<file path="config.mk">
export PLATFORM = sky130hd
export DESIGN_NAME = instr_fetch
export DESIGN_NICKNAME = d
export VERILOG_FILES = /design/src/rtl/instr_fetch.sv
export SDC_FILE = /design/constraint.sdc
export NUM_CORES = 1
export LEC_CHECK = 0
export CAP_MARGIN = 20
export CORE_AREA = 5 5 133 262
export CTS_CLUSTER_SIZE = 8
export DETAILED_ROUTE_END_ITERATION = 8
export DIE_AREA = 0 0 138 267
export SLEW_MARGIN = 20
export SYNTH_ARGS = -nofsm -noshare
export SYNTH_HDL_FRONTEND = slang
export SYNTH_SLANG_ARGS = --single-unit
</file>
<file path="constraint.sdc">
create_clock -name clk -period 12 [get_ports clk]
set_input_delay 2.4 -clock clk [delete_from_list [all_inputs] [get_ports clk]]
set_output_delay 2.4 -clock clk [all_outputs]
set_load 0.03 [all_outputs]
</file>
<file path="src/rtl/instr_fetch.sv">
// rtl/instr_fetch.sv - MIPS instruction fetch unit; optional counters via IFETCH_STATS_EN
module instr_fetch #(
   parameter logic [31:0] RESET_PC = 32'h0000_0000
) (
   input  logic        clk,
   input  logic        rst_n,
   output logic        imem_req,
   output logic [31:0] imem_addr,
   input  logic        imem_rdy,
   input  logic        imem_rvalid,
   input  logic [31:0] imem_rdata,
   input  logic        redirect,
   input  logic [31:0] redirect_pc,
   output logic        id_valid,
   input  logic        id_ready,
   output logic [31:0] id_instr,
   output logic [5:0]  id_opcode,
   output logic [31:0] id_pc,
   output logic [31:0] id_pc_plus4
`ifdef IFETCH_STATS_EN
   ,
   output logic [31:0] stat_fetched,
   output logic [31:0] stat_flushed
`endif
);

   // Fetch pointer and run flag
   logic [31:0] pc_q, pc_d;
   logic        run_q, run_d;
   // Accepted-but-unreturned requests, and how many of them are stale
   logic [1:0]  out_q, out_d;
   logic [1:0]  drop_q, drop_d;
   // Addresses of in-flight requests, oldest in slot 0
   logic [31:0] aq_q [2];
   logic [31:0] aq_d [2];
   // Two-entry instruction buffer {instr, pc}
   logic [31:0] fifo_instr_q [2];
   logic [31:0] fifo_instr_d [2];
   logic [31:0] fifo_pc_q [2];
   logic [31:0] fifo_pc_d [2];
   logic        head_q, head_d;
   logic [1:0]  cnt_q, cnt_d;

   logic accept, resp, pop, discard, push;
   logic wslot, aslot;

   // Handshake decode and the credit rule bounding outstanding + buffered to two
   always_comb begin
      imem_req  = run_q && !redirect && (({1'b0, out_q} + {1'b0, cnt_q}) < 3'd2);
      imem_addr = pc_q;
      accept    = imem_req && imem_rdy;
      // A response with nothing outstanding is a leftover from before a reset
      resp      = imem_rvalid && (out_q != 2'd0);
      pop       = id_valid && id_ready;
      discard   = resp && (drop_q != 2'd0);
      push      = resp && !discard && !redirect;
      wslot     = head_q ^ cnt_q[0];
      aslot     = out_q[0] && !resp;
   end

   // Decode-facing view of the buffer head; zero whenever nothing is presented
   always_comb begin
      id_valid    = (cnt_q != 2'd0);
      id_instr    = id_valid ? fifo_instr_q[head_q] : 32'd0;
      id_pc       = id_valid ? fifo_pc_q[head_q] : 32'd0;
      id_opcode   = id_instr[31:26];
      id_pc_plus4 = id_valid ? (id_pc + 32'd4) : 32'd0;
   end

   // Next-state: PC, request tracking, drop accounting and buffer updates
   always_comb begin
      run_d        = 1'b1;
      pc_d         = pc_q;
      out_d        = out_q + {1'b0, accept} - {1'b0, resp};
      drop_d       = drop_q;
      aq_d         = aq_q;
      fifo_instr_d = fifo_instr_q;
      fifo_pc_d    = fifo_pc_q;
      head_d       = head_q;
      cnt_d        = cnt_q;

      // Address queue shifts out the answered request and appends the new one
      if (resp) begin
         aq_d[0] = aq_q[1];
      end
      if (accept) begin
         aq_d[aslot] = pc_q;
         pc_d        = pc_q + 32'd4;
      end

      if (redirect) begin
         // Everything still in flight after this edge belongs to the old path
         pc_d   = redirect_pc & 32'hFFFF_FFFC;
         drop_d = out_d;
         cnt_d  = 2'd0;
      end else begin
         if (discard) begin
            drop_d = drop_q - 2'd1;
         end
         if (push) begin
            fifo_instr_d[wslot] = imem_rdata;
            fifo_pc_d[wslot]    = aq_q[0];
         end
         head_d = head_q ^ pop;
         cnt_d  = cnt_q + {1'b0, push} - {1'b0, pop};
      end
   end

   // State registers
   always_ff @(posedge clk or negedge rst_n) begin
      if (!rst_n) begin
         pc_q            <= RESET_PC;
         run_q           <= 1'b0;
         out_q           <= 2'd0;
         drop_q          <= 2'd0;
         aq_q[0]         <= 32'd0;
         aq_q[1]         <= 32'd0;
         fifo_instr_q[0] <= 32'd0;
         fifo_instr_q[1] <= 32'd0;
         fifo_pc_q[0]    <= 32'd0;
         fifo_pc_q[1]    <= 32'd0;
         head_q          <= 1'b0;
         cnt_q           <= 2'd0;
      end else begin
         pc_q         <= pc_d;
         run_q        <= run_d;
         out_q        <= out_d;
         drop_q       <= drop_d;
         aq_q         <= aq_d;
         fifo_instr_q <= fifo_instr_d;
         fifo_pc_q    <= fifo_pc_d;
         head_q       <= head_d;
         cnt_q        <= cnt_d;
      end
   end

`ifdef IFETCH_STATS_EN
   logic [31:0] stat_fetched_q, stat_fetched_d;
   logic [31:0] stat_flushed_q, stat_flushed_d;

   // Pops count as fetched; flushed covers cleared entries, same-edge responses and drops
   always_comb begin
      stat_fetched_d = stat_fetched_q + {31'd0, pop};
      if (redirect) begin
         stat_flushed_d = stat_flushed_q + {30'd0, cnt_q} - {31'd0, pop} + {31'd0, resp};
      end else begin
         stat_flushed_d = stat_flushed_q + {31'd0, discard};
      end
   end

   // Statistics registers
   always_ff @(posedge clk or negedge rst_n) begin
      if (!rst_n) begin
         stat_fetched_q <= 32'd0;
         stat_flushed_q <= 32'd0;
      end else begin
         stat_fetched_q <= stat_fetched_d;
         stat_flushed_q <= stat_flushed_d;
      end
   end

   assign stat_fetched = stat_fetched_q;
   assign stat_flushed = stat_flushed_q;
`endif

endmodule

</file>
-- Word-level counts from Yosys, hierarchy flattened
Cells that the tools add are included.
- reductions and logical operators: 20
- bitwise gates (word level): 6
- add/sub/neg operators: 8
- order comparisons: 6
- mux-type cells: 23
- operator list (cell ; count):
    $mux 32 ; 14
    $bwmux 64 ; 3
    $add 32x3->32 const B ; 2
    $demux 32 s1 ; 2
    $mux 64 ; 1
    $logic_and 1x1->1 ; 11
    $reduce_bool 2->1 ; 5
    $ge 2x2->1 const B ; 3
    $mux 2 ; 3
    $not 1->2 ; 3
    $add 2x1->2 ; 2
    $lt 2x1->1 const B ; 2
    $sub 2x1->2 ; 2
    $add 2x2->3 ; 1
    $logic_not 1->1 ; 3
    $lt 3x2->1 const B ; 1
    $reduce_and 2->1 ; 1
    $sub 2x1->2 const B ; 1
    $xor 1x1->1 ; 2
    $not 1->1 ; 1
- output and inout port bits: 136
- input port bits: 70
- logic and storage cells: 75
- bits in registers: 232

-- Longest topological paths before layout
- depth after elaboration: 11
- depth in mapped cells: 13
- mapped depth without buffers: 11

-- Least setup slack after synthesis
Ideal clock, no wire load.
- path kind: register -> output
- from: register head_q
- to: output id_pc_plus4[22]
- cell stages (with the launch flop): 14
- setup slack: 5.703 ns
- path buffers: 6
- arrival time: 3.897 ns
- data required time: 9.600 ns
- cells stage by stage: dfrtp_1 > buf_4 > buf_4 > buf_4 > buf_2 > buf_2 > mux2i_1 > nor2_1 > ha_1 > or4b_4 > a211o_1 > buf_6 > nor4b_1 > xor2_1
- cells in the longest elaborated chain, start to end: 7
- RTL lines (element ; line ; source):
    start: declaration ; 41 ; logic head_q, head_d;
    start signal: assignment ; 122 ; head_q <= 1'b0;
    start signal: assignment ; 132 ; head_q <= head_d;
    $not 1->2 (not written as such) ; 65 ; id_pc = id_valid ? fifo_pc_q[head_q] : 32'd0;
    $mux 32 (not written as such) (3 in series) ; 65 ;
    $mux 32 ; 65 ;
    net id_pc[2] ; 18 ; output logic [31:0] id_pc,
    $add 32x3->32 ; 67 ; id_pc_plus4 = id_valid ? (id_pc + 32'd4) : 32'd0;
    $mux 32 ; 67 ;
    end: declaration ; 19 ; output logic [31:0] id_pc_plus4
The timed path passes the listed nets, and every way through them passes these cells. The select of a mux whose other input is x is not followed.

-- Worst setup path after layout
- from: register head_q
- to: output id_pc_plus4[31]
- cells in the longest elaborated chain, start to end: 7
- RTL lines (element ; line):
    $not 1->2 (not written as such) ; 65
    $mux 32 (not written as such) (3 in series) ; 65
    $mux 32 ; 65
    $add 32x3->32 ; 67
    $mux 32 ; 67
Every way passes these cells. The select of a mux whose other input is x is not followed.

==> impl_metrics.py <==
metrics = {
    "logic_synthesis": {
        "synth_simple_gate_area_share_pct": 11.0,
        "yosys.area_share.xor_xnor_pct": 2.50,
        "yosys.area_share.adder_pct": 0.960,
        "synth_top_family_by_area": "multiplexers",
        "syn-mean-instance-area_um2": 11.3,
        "synth_compound_area_share_pct": 7.11,
        "yosys_warnings": 0,
        "synth.ff_latch_count": 228,
        "synth_top_flop_cell": "sky130_fd_sc_hd__dfrtp_1",
        "synthCells": 989,
        "yosys-mux-area-fraction_pct": 23.9,
        "synth_sequential_area_ratio_pct": 50.9,
        "number_of_synthesized_flops_with_an_enable_pin": 0,
        "synth_cell_type_count": 58,
        "synth.cell_area_mm2": 0.0112,
        "synth-async-reset-ratio_pct": 100,
    },
    "final_layout": {
        "final_design_area_no_fill_mm2": 0.0146,
        "drive_above_1_share_pct": 19.1,
        "num-nets-final": 1250,
        "fillers": 3184,
        "instances_no_fill": 1607,
        "insertedDiodeCount": 0,
        "syn_to_final_growth_pct": 29.8,
    },
    "clock_tree": {
        "cts.htree.levels": 2,
        "tritoncts": "yes",
        "post_cts_sizing_count": 0,
        "postCtsSetupBuffers": 0,
        "clk_pin_slew_worst_paths_ns": 0.05,
        "cts_hold_repair.buffers": 0,
        "max-clock-path-buffers": 3,
        "cts_buffers": 34,
        "cts-root-buf": "sky130_fd_sc_hd__clkbuf_16",
        "clock_insertion_delay_at_the_later_pin_of_the_skew_report_ns": 0.51,
        "clock_sink_count": 228,
    },
    "run_status": {
        "result_of_the_run": "complete, no violations",
    },
    "sta": {
        "fin_setup_tns_ns": 0,
        "count_of_final_setup_violators": 0,
        "slew_headroom_pct": 35.1,
        "tmin_final_ns": 6.88,
        "setup_repair_after_global_routing_missed_its_margin": "false",
        "final_min_period_over_clock_period_pct": 57.4,
        "tightestPinTransition_ns": 0.974,
        "final.setup.worst_slack_ns": 5.12,
        "report.final.hold_viol_count": 0,
        "fin_hold_ws_ns": 0.476,
        "number_of_max_slew_violations_in_the_final_report": 0,
        "worst_clock_skew_ns": 0.0232,
        "max_freq_mhz": 145,
    },
    "routing": {
        "dr.pass1.iters": 4,
        "ant_nets": 0,
        "viasPerCell": 5.08,
        "detail_route.wirelength_mm": 30.1,
        "num_vias": 8160,
        "drcViolationCount": 0,
        "avgRoutedWirePerCell_um": 18.8,
        "drt_iter0_markers": 290,
    },
    "critical_path": {
        "worstSetupEndpointType": "output port",
        "critical_path.max_fanout": 55,
        "critical_path_class": "reg2out",
        "required_ns": 9.60,
        "critPathLaunchType": "register",
        "worst-r2r-setup-slack_ns": 8.36,
        "critical_path_arrival_ns": 4.48,
    },
    "power_and_ir_drop": {
        "ir_drop_mv": 0.0929,
        "power_density_mw_per_mm2": 236,
        "power.static_leakage_nw": 6.37,
    },
    "grt": {
        "grt_max_degree": 81,
        "number_of_global_route_vias_before_repair": 8788,
        "grt.overflow.total": 0,
        "grt_pass1_wl_mm": 48.5,
        "groute.usage.overall_pct": 16.2,
        "initial_antenna_violation_count": 0,
    },
    "placed_design": {
        "pre_cts_slack_ns": 5.14,
        "placed_cells": 1568,
        "hpwl_dp_mm": 21.0,
        "place.gp.congestion": 0.787,
        "placedInstanceArea_mm2": 0.0136,
        "portBuffers": 201,
    },
    "floorplan": {
        "design.die.area_mm2": 0.0368,
        "core-area_mm2": 0.0327,
        "die-width_um": 138,
        "die-height_um": 267,
        "core_rows": 94,
        "initial_core_util_pct": 34.3,
        "design.portCount": 206,
    },
    "worst_hold_path": {
        "holdCritPathClass": "reg2reg",
    },
    "flow_run": {
        "cap_viol_max_count": 0,
    },
}
[area by class of cell]
type,count,area (µm²),area share (%)
sequential,228,5710,39.2
multi-input combinational,672,5150,35.4
clock inverter,3,62.6,0.430
tap,432,541,3.71
timing repair buffer,216,2130,14.7
inverter,20,75.1,0.516
clock buffer,36,880,6.04
[per-layer routing]
metal / global-route usage, % / wire [µm] / vias to the layer above
li1: - / - / 3865
met1: 17.7 / 11400 / 4062
met2: 30.9 / 16700 / 180
met3: 2.40 / 994 / 53
met4: 7.06 / 1090 / 0
met5: 0 / 0 / -
[critical path: stages, from the launching register on]
cell	delay [ns]
sky130_fd_sc_hd__dfrtp_4	0.66
sky130_fd_sc_hd__buf_4	0.78
sky130_fd_sc_hd__nand3_1	0.31
sky130_fd_sc_hd__a211oi_1	0.57
sky130_fd_sc_hd__nand4_1	0.21
sky130_fd_sc_hd__nor4_1	0.40
sky130_fd_sc_hd__mux2i_1	0.23
sky130_fd_sc_hd__clkdlybuf4s50_1	0.73
[registers in the layout, summed over array words and instances, names as in the netlist]
| signal | count |
|---|---|
| cnt_q | 2 |
| aq_q | 62 |
| drop_q | 2 |
| fifo_pc_q | 64 |
| out_q | 2 |
| head_q | 1 |
| run_q | 1 |
| imem_addr | 30 |
| fifo_instr_q | 64 |
[logic make-up (layout without fill, tap and decap cells)]
family          after synthesis  count (layout)
simple gates                264             264
mux                         248             248
flops                       228             228
compound gates              117             117
buf+inv                      90             275
xor+xnor                     32              32
fa+ha+maj                     8               8
other cells                   2               3
[power by group]
| part | total, mW | internal (mW) | leakage [nW] | switching, mW |
|---|---|---|---|---|
| clock network | 0.862 | 0.537 | 0.460 | 0.326 |
| registers | 1.26 | 1.06 | 2.93 | 0.208 |
| logic | 1.31 | 0.605 | 2.99 | 0.708 |
| total | 3.44 | 2.20 | 6.37 | 1.24 |
[worst paths after layout]
path / from / depth (start not counted) / to
max: head_q / 7 / id_pc_plus4[31]
min: aq_q[21] / 2 / aq_q[21]
max reg2reg: cnt_q[0] / 9 / aq_q[24]
min reg2reg: aq_q[21] / 2 / aq_q[21]
max in group asynchronous: rst_n / 3 / fifo_pc_q[60]
min in group asynchronous: rst_n / 1 / aq_q[3]
[synthesized netlist by cell type, types with 7 or more instances]
master	instances	area, µm²
sky130_fd_sc_hd__mux2_2	155	1750
sky130_fd_sc_hd__o211ai_1	12	90.1
sky130_fd_sc_hd__o21ai_0	22	110
sky130_fd_sc_hd__mux2i_1	92	921
sky130_fd_sc_hd__nand4_1	14	87.6
sky130_fd_sc_hd__nor2_1	117	439
sky130_fd_sc_hd__clkbuf_1	45	169
sky130_fd_sc_hd__nand2_1	46	173
sky130_fd_sc_hd__nor3_1	12	60.1
sky130_fd_sc_hd__ha_1	7	87.6
sky130_fd_sc_hd__dfrtp_1	228	5710
sky130_fd_sc_hd__xnor2_1	14	123
sky130_fd_sc_hd__and2_1	7	43.8
sky130_fd_sc_hd__inv_1	17	63.8
sky130_fd_sc_hd__xor2_1	18	158
sky130_fd_sc_hd__a21oi_1	34	170
sky130_fd_sc_hd__nand3_1	29	145
sky130_fd_sc_hd__nor4_1	13	81.3
sky130_fd_sc_hd__buf_4	14	105
sky130_fd_sc_hd__o311ai_0	17	149
[layout by cell type (no fill, tap or decap), drive strengths merged, types with 4 or more instances in the layout]
cell           instances
a21oi                 34
a221o                  5
a22oi                  5
a31oi                  5
and2                   7
and3                   4
buf                   16
clkbuf                36
clkdlybuf4s50        200
dfrtp                228
ha                     7
inv                   19
mux2                 156
mux2i                 92
nand2                 46
nand3                 29
nand3b                 4
nand4                 14
nor2                 117
nor2b                  4
nor3                  13
nor4                  14
o211ai                12
o21ai                 25
o311ai                17
xnor2                 14
xor2                  18
[per-stage QoR]
step                utilization, %  total power [mW]
finish                        44.5              3.44
global route                  44.5              3.65
CTS                           44.5              3.49
detailed placement            41.6              2.61
floorplan                        -              2.14
global placement              41.6              2.57
(Power assumes the default switching activity.)
